`config.mk`:
```
export PLATFORM = sky130hd
export DESIGN_NAME = block_aligner
export DESIGN_NICKNAME = d
export VERILOG_FILES = /design/src/rtl/block_aligner_pkg.sv /design/src/rtl/block_aligner.sv
export SDC_FILE = /design/constraint.sdc
export NUM_CORES = 1
export LEC_CHECK = 0
export CAP_MARGIN = 10
export CORE_UTILIZATION = 40
export DETAILED_ROUTE_END_ITERATION = 10
export PLACE_DENSITY = 0.85
export SYNTH_ARGS = -nofsm -noshare
export SYNTH_HDL_FRONTEND = slang
export SYNTH_SLANG_ARGS = --single-unit
```
`constraint.sdc`:
```
create_clock -name USER_CLK -period 3.7 [get_ports USER_CLK]
set_clock_uncertainty 0.1 [all_clocks]
set_input_delay 0.74 -clock USER_CLK [delete_from_list [all_inputs] [get_ports USER_CLK]]
set_output_delay 0.74 -clock USER_CLK [all_outputs]
set_load 0.1 [all_outputs]
```
`src/rtl/block_aligner_pkg.sv`:
```
// rtl/block_aligner_pkg.sv - shared states, defaults and sync-header helpers for block_aligner
package block_aligner_pkg;

    // SLIP is a single-edge action taken on the way into ST_WAIT, not a state.
    typedef enum logic [1:0] {
        ST_TEST   = 2'd0,
        ST_WAIT   = 2'd1,
        ST_LOCKED = 2'd2
    } state_e;

    localparam int DEF_LOCK_CNT   = 64;
    localparam int DEF_WIN_LEN    = 64;
    localparam int DEF_ERR_THRESH = 16;

    localparam logic [1:0] SH_DATA = 2'b01;
    localparam logic [1:0] SH_CTRL = 2'b10;

    function automatic logic hdr_valid(input logic [1:0] hdr);
        return (hdr == SH_DATA) || (hdr == SH_CTRL);
    endfunction

endpackage

```
`src/rtl/block_aligner.sv`:
```
// rtl/block_aligner.sv - 64b/67b sync-header block-lock FSM driving the word-alignment offset
module block_aligner
    import block_aligner_pkg::*;
#(
    parameter int DATA_WIDTH    = 80,
    parameter int HDR_MSB       = 66,
    parameter int OFFSET_MAX    = 63,
    parameter int LOCK_CNT      = DEF_LOCK_CNT,
    parameter int WIN_LEN       = DEF_WIN_LEN,
    parameter int ERR_THRESH    = DEF_ERR_THRESH,
    parameter int SLIP_WAIT_CYC = 2
) (
    input  logic                  USER_CLK,
    input  logic                  RESET,
    input  logic [DATA_WIDTH-1:0] DATA_IN,
    input  logic                  DATA_VALID,
    output logic [5:0]            OFFSET,
    output logic                  BLOCK_LOCK,
    output logic                  LOCK_LOST,
    output logic [15:0]           SLIP_COUNT
);

    localparam int SH_W   = $clog2(LOCK_CNT + 1);
    localparam int ERR_W  = $clog2(ERR_THRESH + 1);
    localparam int WIN_W  = $clog2(WIN_LEN + 1);
    localparam int WAIT_W = $clog2(SLIP_WAIT_CYC + 1);

    localparam logic [SH_W-1:0]   SH_LAST    = SH_W'(LOCK_CNT - 1);
    localparam logic [ERR_W-1:0]  ERR_LIMIT  = ERR_W'(ERR_THRESH);
    localparam logic [WIN_W-1:0]  WIN_LAST   = WIN_W'(WIN_LEN - 1);
    localparam logic [WAIT_W-1:0] WAIT_LOAD  = WAIT_W'(SLIP_WAIT_CYC);
    localparam logic [5:0]        OFF_LIMIT  = 6'(OFFSET_MAX);

    state_e            state_q, state_d;
    logic [5:0]        offset_q, offset_d;
    logic [15:0]       slip_cnt_q, slip_cnt_d;
    logic [SH_W-1:0]   sh_cnt_q, sh_cnt_d;
    logic [ERR_W-1:0]  err_cnt_q, err_cnt_d;
    logic [WIN_W-1:0]  win_cnt_q, win_cnt_d;
    logic [WAIT_W-1:0] wait_cnt_q, wait_cnt_d;
    logic              block_lock_q, block_lock_d;
    logic              lock_lost_q, lock_lost_d;

    logic              hdr_ok;
    logic              do_slip;
    logic [ERR_W-1:0]  err_next;
    logic              unused_data;

    assign hdr_ok      = hdr_valid(DATA_IN[HDR_MSB -: 2]);
    assign err_next    = err_cnt_q + {{(ERR_W-1){1'b0}}, ~hdr_ok};
    assign unused_data = ^DATA_IN;

    always_comb begin
        state_d      = state_q;
        offset_d     = offset_q;
        slip_cnt_d   = slip_cnt_q;
        sh_cnt_d     = sh_cnt_q;
        err_cnt_d    = err_cnt_q;
        win_cnt_d    = win_cnt_q;
        wait_cnt_d   = wait_cnt_q;
        block_lock_d = block_lock_q;
        lock_lost_d  = 1'b0;
        do_slip      = 1'b0;

        case (state_q)
            ST_TEST: begin
                if (DATA_VALID) begin
                    if (!hdr_ok) begin
                        do_slip = 1'b1;
                    end else if (sh_cnt_q == SH_LAST) begin
                        state_d      = ST_LOCKED;
                        block_lock_d = 1'b1;
                        sh_cnt_d     = '0;
                        err_cnt_d    = '0;
                        win_cnt_d    = '0;
                    end else begin
                        sh_cnt_d = sh_cnt_q + 1'b1;
                    end
                end
            end
            // Headers are ignored here: DATA_IN still reflects the pre-slip offset.
            ST_WAIT: begin
                wait_cnt_d = wait_cnt_q - 1'b1;
                if (wait_cnt_q <= WAIT_W'(1)) begin
                    state_d = ST_TEST;
                end
            end
            ST_LOCKED: begin
                if (DATA_VALID) begin
                    if (err_next == ERR_LIMIT) begin
                        block_lock_d = 1'b0;
                        lock_lost_d  = 1'b1;
                        do_slip      = 1'b1;
                    end else if (win_cnt_q == WIN_LAST) begin
                        win_cnt_d = '0;
                        err_cnt_d = '0;
                    end else begin
                        win_cnt_d = win_cnt_q + 1'b1;
                        err_cnt_d = err_next;
                    end
                end
            end
            default: begin
                state_d = ST_TEST;
            end
        endcase

        if (do_slip) begin
            offset_d   = (offset_q == OFF_LIMIT) ? 6'd0 : offset_q + 6'd1;
            slip_cnt_d = (slip_cnt_q == 16'hFFFF) ? slip_cnt_q : slip_cnt_q + 16'd1;
            sh_cnt_d   = '0;
            err_cnt_d  = '0;
            win_cnt_d  = '0;
            wait_cnt_d = WAIT_LOAD;
            state_d    = ST_WAIT;
        end
    end

    always_ff @(posedge USER_CLK) begin
        if (RESET) begin
            state_q      <= ST_TEST;
            offset_q     <= '0;
            slip_cnt_q   <= '0;
            sh_cnt_q     <= '0;
            err_cnt_q    <= '0;
            win_cnt_q    <= '0;
            wait_cnt_q   <= '0;
            block_lock_q <= 1'b0;
            lock_lost_q  <= 1'b0;
        end else begin
            state_q      <= state_d;
            offset_q     <= offset_d;
            slip_cnt_q   <= slip_cnt_d;
            sh_cnt_q     <= sh_cnt_d;
            err_cnt_q    <= err_cnt_d;
            win_cnt_q    <= win_cnt_d;
            wait_cnt_q   <= wait_cnt_d;
            block_lock_q <= block_lock_d;
            lock_lost_q  <= lock_lost_d;
        end
    end

    assign OFFSET     = offset_q;
    assign BLOCK_LOCK = block_lock_q;
    assign LOCK_LOST  = lock_lost_q;
    assign SLIP_COUNT = slip_cnt_q;

endmodule
```
==> summary by stage <==
Floorplanning
The die outline area is 6380 um2. Row generation in the floorplan step produced 28 rows. The x dimension of the die is 79.9 um. The I/O pin count is 107.

The floorplan step defined a core boundary enclosing 5890 um2. For this configuration, the core starts out at a cell density of 0.412. The chip height is 79.9 um.

Setup path
The kind of critical path is input port to flip-flop. The startpoint identified for the worst register-to-register timing path is err_cnt_q[0]$_SDFFE_PP0P_. The worst setup path is captured at a flip-flop. STA classifies the critical path startpoint as an input port. The maximum fanout count along the critical path is 15.

Data on the critical path is required at its endpoint by 3820 ps. For flop-to-flop paths, the worst setup slack is 1260 ps. For the worst flop-to-flop path, the logic depth is 8.

In this run the critical register-to-register path is captured at SLIP_COUNT[5]$_SDFFE_PP0P_. At the worst endpoint, the arrival time is 3500 ps.

Synth
The part of the Yosys area used for sequential elements is 0.388. After synthesis, the mean cell area works out to 8.57 um2. The most frequently used cell type in the post-synthesis netlist is sky130_fd_sc_hd__dfxtp_1. For this run, the leading register cell type out of synthesis is sky130_fd_sc_hd__dfxtp_1. After synthesis the cells add up to 2430 um2.

After synthesis, the share of flip-flops with an asynchronous set or reset is 0. The commonest cells after synthesis are sky130_fd_sc_hd__dfxtp_1, sky130_fd_sc_hd__a21oi_1, sky130_fd_sc_hd__nor2_1, sky130_fd_sc_hd__o21ai_0, sky130_fd_sc_hd__nand2_1. In the synthesized netlist, the number of instances is 283. After synthesis, the netlist uses 49 different library cells. Synthesis produced a netlist with a net count of 373. The share of the synthesized area in the top cell type is 0.388. In this run, synthesis inferred 0 flip-flops with an integrated enable. For this run, the number of Yosys warnings is 0. By area the synthesized netlist is led by sky130_fd_sc_hd__dfxtp_1, sky130_fd_sc_hd__a21oi_1, sky130_fd_sc_hd__ha_1.

Counting flops and latches in the post-synthesis netlist gives 47. Of all cell types, the one taking the most synthesized area is sky130_fd_sc_hd__dfxtp_1.

CTS
In this run the clock root is driven by a sky130_fd_sc_hd__clkbuf_8. The clock network latency to the later pin of the worst-skew pair is 290 ps. After clock tree synthesis, the clock-pin slew on the worst setup and hold paths is 80 ps. The post-cts sizing count is 0.

The hold buffer count at cts is 0. The number of CTS-inserted buffers is 5. The clock drives 47 sinks. CTS built an H-tree with a depth of 2. Counting along the longest clock path gives a buffer depth of 2.

The clock tree from TritonCTS is yes. The post-CTS setup-driven buffer insertion count is 0.

Final layout
The antenna cell count is 0. Once layout is done, the placed cells without fillers occupy 2960 um2. The total number of nets in the final design is 413. In the final layout, the share of cells above drive strength 1 is 0.0774. Compared with the post-synthesis result, the final layout area differs by 22.1%.

The core utilization of the finished layout is 0.503.

Detailed routing
The average vias per placed instance is 5.83. The sum of routed wire length over all layers is 5610 um. The first-iteration detailed-routing DRC count is 138. For this run, design rule violations remaining after detail routing come to 0. Dividing the detail-routed wire length by the instance count gives 14.1 um. The number of vias in the routed layout is 2321. The number of nets with antenna violations after routing is 0. The first-pass iteration count of the detailed router is 4.

Run
Across the run, the number of max-cap violations was 0.

Global route
The first global-routing pass estimated 9530 um of wire. The global router's overall resource usage is 0.185. For this run the aggregate overflow at the end of global routing stands at 0. The number of global-route vias before repair came to 2121. The number of antenna violations at the first check in global routing is 0.

Entering global routing, the biggest net connects 25 pins.

Timing
Measured against its own limit, the worst slew margin works out to 0.339. Setup repair after global routing left no endpoint under its margin. The max-slew violation count was 0. Timing would allow up to 297 MHz. The count of final hold-check violations is 0. The slew of the pin with the lowest slew margin is 989 ps. Setup violations remaining at the end of the flow were counted as 0.

The portion of the clock cycle consumed by the worst path in the final layout is 0.911. The total negative slack is 0 ps. For the finished layout, the period the worst path requires is 3370 ps.

Place
The placer's final routability congestion estimate is 0.903. The sum of net half-perimeters after detailed placement is 4070 um. After detailed placement, the total cell area comes to 2870 um2.

The number of input and output port buffers inserted is 28.

Power
Power spread over the standard cell area amounts to 317 nW/um2. The worst-case IR drop observed on VDD is 0.000197 V. The leakage component of the power is 1.04 nW.

Min path
The path with the worst hold slack has its endpoint at sh_cnt_q[6]$_SDFFE_PP0P_. The worst min-delay path class is flip-flop to flip-flop. The startpoint of the worst hold path is sh_cnt_q[6]$_SDFFE_PP0P_. Along the worst hold path, the cell count comes to 2.

Status
The run finished with clean final reports.
stage by stage:
stage / total power, mW / hold WS, ps / worst slack, ps / std cells
final: 0.939 / 364 / 328 / 398
after global routing: 0.969 / 386 / 153 / 398
after CTS: 0.946 / 364 / 324 / 398
after detailed placement: 0.640 / 350 / 40.6 / 391
after global placement: 0.637 / 345 / 69.8 / 391
after floorplan: 0.604 / 323 / 596 / 283
cell type report:
class | count | area (um2)
sequential | 47 | 941
fill | 563 | 2920
timing repair buffer | 42 | 398
clock buffer | 6 | 82.6
tap | 75 | 93.8
inverter | 11 | 41.3
clock inverter | 1 | 5.00
multi-input combinational | 216 | 1400
layout by cell type (no fill, tap or decap), drive strengths merged, types with 3 or more instances in the layout:
cell type      instances
dfxtp                 47
clkdlybuf4s50         28
a21oi                 26
nor2                  19
o21ai                 18
nand2                 15
nand3                 14
buf                   14
inv                   11
or3                   10
nand4                  9
nor3                   9
and3                   7
nor2b                  7
or4                    7
o31ai                  7
ha                     7
nand2b                 6
clkbuf                 6
xnor2                  5
a311oi                 5
a31oi                  4
xor2                   3
and2                   3
mux2                   3
o2111ai                3
nand4b                 3
state kept, by name, indices dropped and copies added, names as in the netlist:
name / flops
OFFSET: 6
state_q: 2
sh_cnt_q: 7
wait_cnt_q: 2
err_cnt_q: 5
LOCK_LOST: 1
SLIP_COUNT: 16
BLOCK_LOCK: 1
win_cnt_q: 7
critical path, stage by stage:
cell and delay (ps):
sky130_fd_sc_hd__clkdlybuf4s50_1 470, sky130_fd_sc_hd__xor2_1 190, sky130_fd_sc_hd__inv_1 130, sky130_fd_sc_hd__ha_1 220
sky130_fd_sc_hd__ha_1 250, sky130_fd_sc_hd__nor2b_1 200, sky130_fd_sc_hd__nor4b_4 290, sky130_fd_sc_hd__a21oi_2 160
sky130_fd_sc_hd__buf_12 170, sky130_fd_sc_hd__or4_1 510, sky130_fd_sc_hd__a21oi_1 160
worst max-delay path by stage:
stage	from	endpoint	slack, ps
3_5_place_dp	DATA_IN[65]	SLIP_COUNT[5]$_SDFFE_PP0P_	40
3_3_place_gp	DATA_IN[65]	SLIP_COUNT[14]$_SDFFE_PP0P_	70
4_1_cts	DATA_IN[65]	SLIP_COUNT[5]$_SDFFE_PP0P_	320
6_report	DATA_IN[65]	SLIP_COUNT[5]$_SDFFE_PP0P_	330
5_1_grt	DATA_IN[66]	SLIP_COUNT[7]$_SDFFE_PP0P_	150
2_1_floorplan	DATA_IN[66]	SLIP_COUNT[15]$_SDFFE_PP0P_	600
power by group:
group	internal [mW]	switching [mW]	total (mW)
Clock	0.147	0.164	0.311
Sequential	0.513	0.00814	0.521
Combinational	0.0378	0.0691	0.107
Total	0.697	0.241	0.939
kinds of logic (layout without fill, tap and decap cells):
kind of cell / Yosys count / count (layout) / synth area share
simple gates: 120 / 120 / 0.289
compound gates: 77 / 77 / 0.205
flops: 47 / 47 / 0.388
buf+inv: 20 / 60 / 0.0351
xor+xnor: 8 / 8 / 0.0289
fa+ha+maj: 7 / 7 / 0.0361
mux: 4 / 4 / 0.0180
per-layer routing:
metal	wire length (um)	share of wire	global-route usage	vias up
met2	2550	0.45	0.299	61
met1	2700	0.48	0.244	1094
li1	-	-	-	1153
met3	265	0.047	0.0343	13
met4	90	0.016	0.0679	0
met5	0	0	0	-
Note: power is estimated with default switching activity, not from simulation.
